### config.mk
export PLATFORM = sky130hd
export DESIGN_NAME = srl_share_ctrl_flat
export DESIGN_NICKNAME = d
export VERILOG_FILES = /design/src/rtl/srl_ctrl_pkg.sv /design/src/rtl/srl_share_ctrl_if.sv /design/src/rtl/rr_arbiter.sv /design/src/rtl/srl_share_ctrl.sv /design/src/flat_wrapper.sv
export SDC_FILE = /design/constraint.sdc
export NUM_CORES = 1
export LEC_CHECK = 0
export ABC_AREA = 1
export CELL_PAD_IN_SITES_DETAIL_PLACEMENT = 0
export CELL_PAD_IN_SITES_GLOBAL_PLACEMENT = 2
export CORE_MARGIN = 2
export CORE_UTILIZATION = 25
export DETAILED_ROUTE_END_ITERATION = 12
export GPL_ROUTABILITY_DRIVEN = 1
export PLACE_DENSITY = 0.78
export RECOVER_POWER = 50
export SLEW_MARGIN = 5
export SYNTH_ARGS = -nofsm -noshare
export SYNTH_HDL_FRONTEND = slang
export SYNTH_SLANG_ARGS = --single-unit
### constraint.sdc
create_clock -name clk -period 4.5 [get_ports clk]
set_input_delay 1.125 -clock clk [delete_from_list [all_inputs] [get_ports clk]]
set_output_delay 1.125 -clock clk [all_outputs]
set_load 0.01 [all_outputs]
### src/rtl/srl_ctrl_pkg.sv
// Shared constants and helpers for the shared-srl controller and its arbiter.
package srl_ctrl_pkg;

    localparam int SRL_DEF_WIDTH  = 18;
    localparam int SRL_DEF_LENGTH = 32;

    // Ceiling log2 for elaboration-time sizing; clog2(1) is 0.
    function automatic int clog2(input int value);
        int result;
        int rem;
        result = 0;
        rem    = value - 1;
        while (rem > 0) begin
            result = result + 1;
            rem    = rem >> 1;
        end
        return result;
    endfunction

endpackage

### src/rtl/srl_share_ctrl_if.sv
// Requester and output channels of srl_share_ctrl.
// Handshake: a word moves on a channel at a clk edge where its valid and ready are both high;
// valid must never depend combinationally on ready, and ready here is combinational from valid.
interface srl_share_ctrl_if #(
    parameter int DATA_WIDTH = srl_ctrl_pkg::SRL_DEF_WIDTH,
    parameter int NUM_REQ    = 4,
    parameter int TAG_W      = srl_ctrl_pkg::clog2(NUM_REQ)
);
    logic [NUM_REQ-1:0]            req_valid;
    logic [NUM_REQ*DATA_WIDTH-1:0] req_data;
    logic [NUM_REQ-1:0]            req_ready;
    logic                          out_valid;
    logic [DATA_WIDTH-1:0]         out_data;
    logic [TAG_W-1:0]              out_tag;
    logic                          out_ready;

    modport master (
        output req_valid, req_data, out_ready,
        input  req_ready, out_valid, out_data, out_tag
    );

    modport slave (
        input  req_valid, req_data, out_ready,
        output req_ready, out_valid, out_data, out_tag
    );
endinterface

### src/rtl/rr_arbiter.sv
// Round-robin arbiter: grants the first requester above the last grant, wrapping.
// The pointer moves only when a grant is actually issued.
module rr_arbiter
    import srl_ctrl_pkg::*;
#(
    parameter  int NUM_REQ = 4,
    localparam int TAG_W   = clog2(NUM_REQ)
) (
    input  logic               clk,
    input  logic               rst,
    input  logic [NUM_REQ-1:0] req,
    input  logic               enable,
    output logic [NUM_REQ-1:0] grant,
    output logic [TAG_W-1:0]   index
);

    logic [TAG_W-1:0] last_grant;
    logic [TAG_W-1:0] cand;
    logic             found;

    always_comb begin
        grant = '0;
        index = '0;
        cand  = '0;
        found = 1'b0;
        for (int i = 1; i <= NUM_REQ; i++) begin
            cand = TAG_W'((int'(last_grant) + i) % NUM_REQ);
            if (enable && !found && req[cand]) begin
                grant[cand] = 1'b1;
                index       = cand;
                found       = 1'b1;
            end
        end
    end

    // Reset pointer to the top index so requester 0 wins the first arbitration.
    always_ff @(posedge clk) begin
        if (rst) begin
            last_grant <= TAG_W'(NUM_REQ - 1);
        end else if (found) begin
            last_grant <= index;
        end
    end

endmodule

### src/rtl/srl_share_ctrl.sv
// Shares one external srl delay line among NUM_REQ requesters, tracking valid/tag in a
// shadow pipeline that shifts in lockstep with the srl enable.
module srl_share_ctrl
    import srl_ctrl_pkg::*;
#(
    parameter  int DATA_WIDTH = SRL_DEF_WIDTH,
    parameter  int SRL_LENGTH = SRL_DEF_LENGTH,
    parameter  int NUM_REQ    = 4,
    localparam int TAG_W      = clog2(NUM_REQ),
    localparam int OCC_W      = clog2(SRL_LENGTH + 1)
) (
    input  logic                  clk,
    input  logic                  rst,
    input  logic                  flush,
    srl_share_ctrl_if.slave       bus,
    output logic                  srl_en,
    output logic [DATA_WIDTH-1:0] srl_din,
    input  logic [DATA_WIDTH-1:0] srl_dout,
    output logic [OCC_W-1:0]      occupancy,
    output logic                  busy
);

    logic                  adv;
    logic                  arb_en;
    logic                  accept;
    logic                  fire;
    logic [NUM_REQ-1:0]    grant;
    logic [TAG_W-1:0]      grant_idx;
    logic [SRL_LENGTH-1:0] shadow_valid;
    logic [TAG_W-1:0]      shadow_tag [SRL_LENGTH];

    // The whole line moves only when the head is empty or being consumed.
    assign adv    = !shadow_valid[SRL_LENGTH-1] || bus.out_ready;
    assign arb_en = adv && !flush && !rst;
    assign accept = |grant;
    assign fire   = shadow_valid[SRL_LENGTH-1] && bus.out_ready;

    rr_arbiter #(
        .NUM_REQ (NUM_REQ)
    ) u_arb (
        .clk    (clk),
        .rst    (rst),
        .req    (bus.req_valid),
        .enable (arb_en),
        .grant  (grant),
        .index  (grant_idx)
    );

    assign bus.req_ready = grant;
    assign srl_en        = adv;

    always_comb begin
        srl_din = '0;
        if (accept) begin
            srl_din = bus.req_data[int'(grant_idx)*DATA_WIDTH +: DATA_WIDTH];
        end
    end

    // Valid bits carry reset/flush; stale srl contents are hidden behind them.
    always_ff @(posedge clk) begin
        if (rst || flush) begin
            shadow_valid <= '0;
        end else if (adv) begin
            shadow_valid <= {shadow_valid[SRL_LENGTH-2:0], accept};
        end
    end

    always_ff @(posedge clk) begin
        if (adv) begin
            shadow_tag[0] <= accept ? grant_idx : '0;
            for (int i = 1; i < SRL_LENGTH; i++) begin
                shadow_tag[i] <= shadow_tag[i-1];
            end
        end
    end

    always_ff @(posedge clk) begin
        if (rst || flush) begin
            occupancy <= '0;
        end else if (accept && !fire) begin
            occupancy <= occupancy + 1'b1;
        end else if (fire && !accept) begin
            occupancy <= occupancy - 1'b1;
        end
    end

    assign busy          = (occupancy != '0);
    assign bus.out_valid = shadow_valid[SRL_LENGTH-1];
    assign bus.out_tag   = shadow_tag[SRL_LENGTH-1];
    assign bus.out_data  = srl_dout;

endmodule
### src/flat_wrapper.sv
// flat-port wrapper written by rule: the top's interface ports become plain ports
module srl_share_ctrl_flat import srl_ctrl_pkg::*;
#(
    parameter  int DATA_WIDTH = SRL_DEF_WIDTH,
    parameter  int SRL_LENGTH = SRL_DEF_LENGTH,
    parameter  int NUM_REQ    = 4,
    localparam int TAG_W      = clog2(NUM_REQ),
    localparam int OCC_W      = clog2(SRL_LENGTH + 1)
)
  (clk, rst, flush, srl_en, srl_din, srl_dout, occupancy, busy, bus_req_valid, bus_req_data, bus_out_ready, bus_req_ready, bus_out_valid, bus_out_data, bus_out_tag);
  srl_share_ctrl_if #(.DATA_WIDTH(DATA_WIDTH), .NUM_REQ(NUM_REQ)) bus_i ();
  input  logic clk;
  input  logic rst;
  input  logic flush;
  output logic srl_en;
  output logic [DATA_WIDTH-1:0] srl_din;
  input  logic [DATA_WIDTH-1:0] srl_dout;
  output logic [OCC_W-1:0] occupancy;
  output logic busy;
  input wire logic [$bits(bus_i.req_valid)-1:0] bus_req_valid;
  input wire logic [$bits(bus_i.req_data)-1:0] bus_req_data;
  input wire logic [$bits(bus_i.out_ready)-1:0] bus_out_ready;
  output wire logic [$bits(bus_i.req_ready)-1:0] bus_req_ready;
  output wire logic [$bits(bus_i.out_valid)-1:0] bus_out_valid;
  output wire logic [$bits(bus_i.out_data)-1:0] bus_out_data;
  output wire logic [$bits(bus_i.out_tag)-1:0] bus_out_tag;
  assign bus_i.req_valid = bus_req_valid;
  assign bus_i.req_data = bus_req_data;
  assign bus_i.out_ready = bus_out_ready;
  assign bus_req_ready = bus_i.req_ready;
  assign bus_out_valid = bus_i.out_valid;
  assign bus_out_data = bus_i.out_data;
  assign bus_out_tag = bus_i.out_tag;
  srl_share_ctrl #(.DATA_WIDTH(DATA_WIDTH), .SRL_LENGTH(SRL_LENGTH), .NUM_REQ(NUM_REQ)) u_core (.clk(clk), .rst(rst), .flush(flush), .bus(bus_i), .srl_en(srl_en), .srl_din(srl_din), .srl_dout(srl_dout), .occupancy(occupancy), .busy(busy));
endmodule
* Yosys cells after proc, flatten, opt, wreduce, memory -nomap -nowiden
Memories as Yosys holds them, arrays and structs flattened. Cells that the tools add are included.
Word-level totals: register bits after elaboration 40, bits in writable memories 64, input port bits 98, output and inout bits 51, logic and storage cells 86, memories kept 1
Operators by class: add/subtract/negate cells 6, multiply operators 1, order comparisons 8, shift-type cells 1, mux-type cells 34, bitwise logic cells 3, reductions and logical operators 29
Memory list:
- u_core.shadow_tag | words 32, bits a word 2, rd ports 32, clocked after memory_dff 0, write ports 32, line srl_share_ctrl.sv:30 | logic [TAG_W-1:0] shadow_tag [SRL_LENGTH];
Operators with widths (number):
- 72-bit by 32-bit indexed part select with 18-bit output | 1
- 18-bit two-way mux | 1
- 1-bit logical AND | 16
- 4-bit two-way mux | 4
- 1-bit two-way mux | 14
- 2-bit by 3-bit less-than comparator with 1-bit output (second input constant) | 4
- 6-bit two-way mux | 2
- 4-bit bitwise OR | 3
- 2-bit two-way mux | 5
- 1-bit binary-select mux with 2-bit select | 4
- 1-bit demux with 2-bit select | 4
- 2-bit by 1-bit greater-or-equal comparator with 1-bit output (second input constant) | 4
- 1-bit logical NOT | 8
- 6-bit by 1-bit adder with 6-bit output (second input constant) | 1
- 2-bit by 4-bit multiplier with 6-bit output (second input constant) | 1
- 6-bit nonzero test | 1
- 6-bit by 1-bit subtractor with 6-bit output (second input constant) | 1
- 2-bit by 1-bit adder with 2-bit output (second input constant) | 2
- 2-bit adder (second input constant) | 2
- 4-bit OR reduction | 1
- 1-bit logical OR | 2
- 2-bit nonzero test | 1

* Longest topological paths before layout
depth after elaboration 23, gate-level depth with buffers 27, gate-level depth less buffers 26

* Cells and area by module
Synthesis repeated with hierarchy kept, for this count alone.
Unflattened totals: cell total of the unflattened synthesis 528, area total of the unflattened synthesis 4923.5 um^2
Modules (own cells, without submodules):
- srl_share_ctrl | instances 1, cells each 432, area an instance 4388.0 um^2, seq. area each 2682.6 um^2
- rr_arbiter | instances 1, cells each 96, area an instance 535.5 um^2, seq. area each 40.0 um^2

* Worst setup path before layout
Ideal clock, no wire load.
kind input-to-output, start point input bus_out_ready, end point output srl_en, arrival time 3.309 ns, required time 3.375 ns, path slack 0.066 ns, stages 3, buffers on the path 1, path through nor2_2 inv_1 clkbuf_1
On the way: word-level cells in the longest chain between the ends 1
Ends and longest elaborated chain:
- start, declared | line flat_wrapper.sv:22 | input wire logic [$bits(bus_i.out_ready)-1:0] bus_out_ready;
- 1-bit logical OR | line srl_share_ctrl.sv:33 | assign adv = !shadow_valid[SRL_LENGTH-1] || bus.out_ready;
- end, declared | line flat_wrapper.sv:15 | output logic srl_en;
Every way passes these cells.

* Worst setup path in the final report
start point input rst, end point output srl_din[11]
On the way: word-level cells in the longest chain between the ends 19, elaborated cells on any way between the ends 30, those cells by class mul (1); shift (1); mux (12); bitwise (3); reduce/logical (13)
Ends and longest elaborated chain:
- start, declared | line flat_wrapper.sv:13 | input logic rst;
- 1-bit logical NOT (*) | line srl_share_ctrl.sv:34 | assign arb_en = adv && !flush && !rst;
- 1-bit logical AND (*) | line srl_share_ctrl.sv:34
- 1-bit logical AND | line rr_arbiter.sv:28 | if (enable && !found && req[cand]) begin
- 1-bit two-way mux | line rr_arbiter.sv:28
- 1-bit logical NOT | line rr_arbiter.sv:28
- 1-bit logical AND (2 in series) | line rr_arbiter.sv:28
- 1-bit two-way mux | line rr_arbiter.sv:28
- 1-bit logical NOT | line rr_arbiter.sv:28
- 1-bit logical AND (2 in series) | line rr_arbiter.sv:28
- 1-bit two-way mux | line rr_arbiter.sv:28
- 1-bit logical NOT | line rr_arbiter.sv:28
- 1-bit logical AND (2 in series) | line rr_arbiter.sv:28
- 2-bit two-way mux | line rr_arbiter.sv:28
- 2-bit by 4-bit multiplier with 6-bit output | line srl_share_ctrl.sv:55 | srl_din = bus.req_data[int'(grant_idx)*DATA_WIDTH +: DATA_WIDTH];
- 72-bit by 32-bit indexed part select with 18-bit output | line srl_share_ctrl.sv:55
- 18-bit two-way mux (*) | line srl_share_ctrl.sv:54 | if (accept) begin
- end, declared | line flat_wrapper.sv:16 | output logic [DATA_WIDTH-1:0] srl_din;
Every way passes the cells marked *; elsewhere a longest branch is shown, timed or not.

==> results by group <==
Run status
  – Outcome: finished clean

Routing
  – WL/cell: about 12 um
  – Via/cell ratio: just over 4
  – Drt total wl: 12,900 um
  – Drc violations: 0
  – DR iter-0 viols: 163
  – Vias: 4,349
  – DRT Pass-1 Iters: 4
  – Detail Route Antenna Nets: 0

Job
  – Maxcap violations: 0

GRT
  – First-pass GRT wire length: 21,100 um
  – Initial antenna violation count: 0
  – Number of global-route vias before repair: 4,356
  – Global route overflow: 0
  – Largest net degree at the start of global routing: 95
  – Tot GR Track Use: 11.8%

Yosys
  – Yosys top cell area share: 36.5%
  – Largest area contributor in the netlist: edfxtp_1
  – Top cells by count, synth: nand2_1 (114), inv_1 (111), nand3_1 (95)
  – Most common flop cell mapped by yosys: edfxtp_1
  – Mapped Area: 5260 um2
  – Library cells used by synthesis: 30
  – EDFF count, synth: 64
  – Yosys Warn Count: 0
  – Top-count cell post-synth: nand2_1
  – Syn_area_per_cell: 8.29 um2
  – Sequential cell area fraction in the yosys report: 51.7%
  – Synth Net Count: 747
  – Most area-consuming cells after synthesis: edfxtp_1 (37%), dfxtp_1 (15%), nand3_1 (9.0%)
  – Async set-or-reset flop fraction in the synthesized netlist: 0%
  – #FFs+latches synth: between 100 and 150
  – Post-Syn Instances: 635

Floorplanning
  – Row cnt: 53
  – Ports: between 100 and 150
  – Core ar.: about 21,000 um2
  – Die area: approximately 22,000 um2
  – Initial Util: 25.3%
  – DIE HEIGHT: ~150 um
  – Die X-Extent: 149 um

Clocking
  – Worst-path clk slew: 0.06 ns
  – Worst-Skew Late Latency: 0.34 ns
  – CTS max path bufs: 2
  – H-Tree Depth: 3
  – TritonCTS clock tree: built
  – Clock Tree Root: clkbuf_16
  – Post-cts hold buffer count: 0
  – TritonCTS sink count: roughly 100
  – Number of CTS-inserted buffers: 9

Setup path
  – Critical path required time: 3.38 ns
  – Peak per-stage delay on the critical path: 0.47 ns
  – FF-to-FF path depth: 26
  – Critical path depth in cells: 15
  – Crit Path Category: primary input to output pin
  – CP Max Fanout: 5
  – CP max stage cell: clkdlybuf4s50_1
  – Worst path top cell family by delay: buffers and inverters
  – Critical-path cell list: clkdlybuf4s50_1, inv_2, nand2_4, nor2_4, buf_4, and3_4, buf_4, nand3_1, nand3b_1, nor2_4, nand2_4, clkbuf_16, nand2_1, inv_1, clkdlybuf4s15_1
  – WP buf/inv: 7
  – CP endpoint kind: output pin
  – Worst Path Arrival: 3.34 ns
  – Critical path startpoint category: primary input

Finish
  – Fill cells: about 2,200
  – Synth-to-layout area growth: 38.6%
  – Nets: 881
  – Final Non-Filler Cells: 1,049
  – Layout cells sized above 1: 16.1%
  – Diodes inserted: 0

Placed design
  – RePlAce Congestion: 0.879
  – Pre-CTS setup slack: -0.385 ns
  – Hpwl dp: a little under 9000 um
  – Number of placed cells counting well taps: 1,018
  – I/O Buffers: 112

Power
  – Max VDD drop: 0.228 mV
  – Pint: between 2000 and 3000 uW
  – Combinational Power Share: 56.0%
  – P_leak: ~0.0037 uW
  – Clock network fraction of design power: 14.7%
  – Switch Pwr: 1780 uW
  – Flop pwr share: 29.4%
  – Pwr dens: 641 nW/um2
  – Sw frac: about two fifths

STA
  – TNS Setup: 0 ns
  – RSZ-0062 raised after global routing: true
  – Worst Skew: 0.00734 ns
  – Max-slew violations: 0
  – WHS: 0.417 ns
  – Slew margin rel.: 29.3%
  – Min setup slack post-route: 0.0319 ns
  – Setup-failing EPs final: 0
  – Max frequency: 224 MHz
  – Fin. Hold Viols: 0
  – Least-Margin Pin Slew: 1.06 ns
  – Min Clock Period, post-route: 4.47 ns
  – Tcrit/Tclk final: 99.3%

Min path
  – Hold Crit Depth: 0
  – Hold Crit Class: flip-flop to flip-flop
## flip-flops by register name, indices dropped and copies added, names as in the netlist
signal                   count
u_core.shadow_valid         32
u_core.shadow_tag           64
u_core.occupancy             6
u_core.u_arb.last_grant      2
## power by group through the flow
stage | clock network [uW] | registers [uW] | logic, uW
after global placement | 0 | 1390 | 2460
after floorplan | 0 | 1380 | 1350
after detailed placement | 0 | 1390 | 2430
final | 685 | 1370 | 2620
after CTS | 717 | 1380 | 2490
after global routing | 753 | 1400 | 2910
## per-layer routing
metal / track usage [%] / part of all wire [%]
met5: 0 / 0
met4: 3.86 / 1.5
met2: 18.6 / 45
met1: 14.8 / 46
met3: 4.80 / 7.9
## timing repair
action | CTS | global route
resized for setup | 28 | 55
gates cloned | 1 | 2
setup buffers | 7 | 5
endpoints found under the setup margin | 18 | 20
pin swaps | 3 | 7
## stage by stage
| stage | cell area [um2] | util, % | power, uW |
|---|---|---|---|
| floorplan | 5260 | - | 2730 |
| finish | 7290 | 35.0 | 4680 |
| global route | 7290 | 35.0 | 5060 |
| global placement | 6830 | 32.8 | 3840 |
| CTS | 7180 | 34.5 | 4580 |
| detailed placement | 6830 | 32.8 | 3820 |
## placed cells by master (no fill, tap or decap), types with 4 or more instances in the layout
cell type	netlist	layout
dlygate4sd3_1	0	9
buf_12	0	7
inv_2	6	7
nor2_1	75	73
a21oi_1	6	5
clkdlybuf4s50_1	0	81
nand3_1	95	93
buf_4	21	44
nor2_4	3	5
inv_1	111	108
ha_1	13	13
clkbuf_16	0	11
dfxtp_1	40	40
o21ai_0	35	35
clkbuf_2	0	16
nand3_2	5	4
nand2_2	6	10
nand2_4	2	5
edfxtp_1	64	64
nand2_1	114	107
## path summary, 6_finish.rpt
path | start | to | slack [ns]
worst max-delay path | rst | srl_din[11] | 0.03
worst min-delay path | u_core.shadow_tag[1][26] | u_core.shadow_tag[1][28] | 0.42
worst max register to register | u_core.u_arb.last_grant[0] | u_core.occupancy[5] | 0.59
worst min register to register | u_core.shadow_tag[1][26] | u_core.shadow_tag[1][28] | 0.42
## cells by family after synthesis
kind of cell               Yosys count  share of synthesized area [%]
buffers and inverters              163                           13.8
xor gates and xnor gates             3                          0.499
and+or+nand+nor                    308                           26.3
AOI/OAI and AO/OA                   43                           4.18
adders and majority gates           14                           3.47
DFF                                104                           51.7
## area by class of cell
| cell class | count | area, um2 | area share [%] |
|---|---|---|---|
| sequential | 104 | 2720 | 37.3 |
| multi-input combinational | 368 | 1900 | 26.1 |
| timing repair buffer | 168 | 1620 | 22.2 |
| inverter | 118 | 447 | 6.12 |
| tap | 275 | 344 | 4.72 |
| clock buffer | 12 | 236 | 3.24 |
| clock inverter | 4 | 22.5 | 0.309 |
No activity file was read; power rests on OpenSTA's default activity.
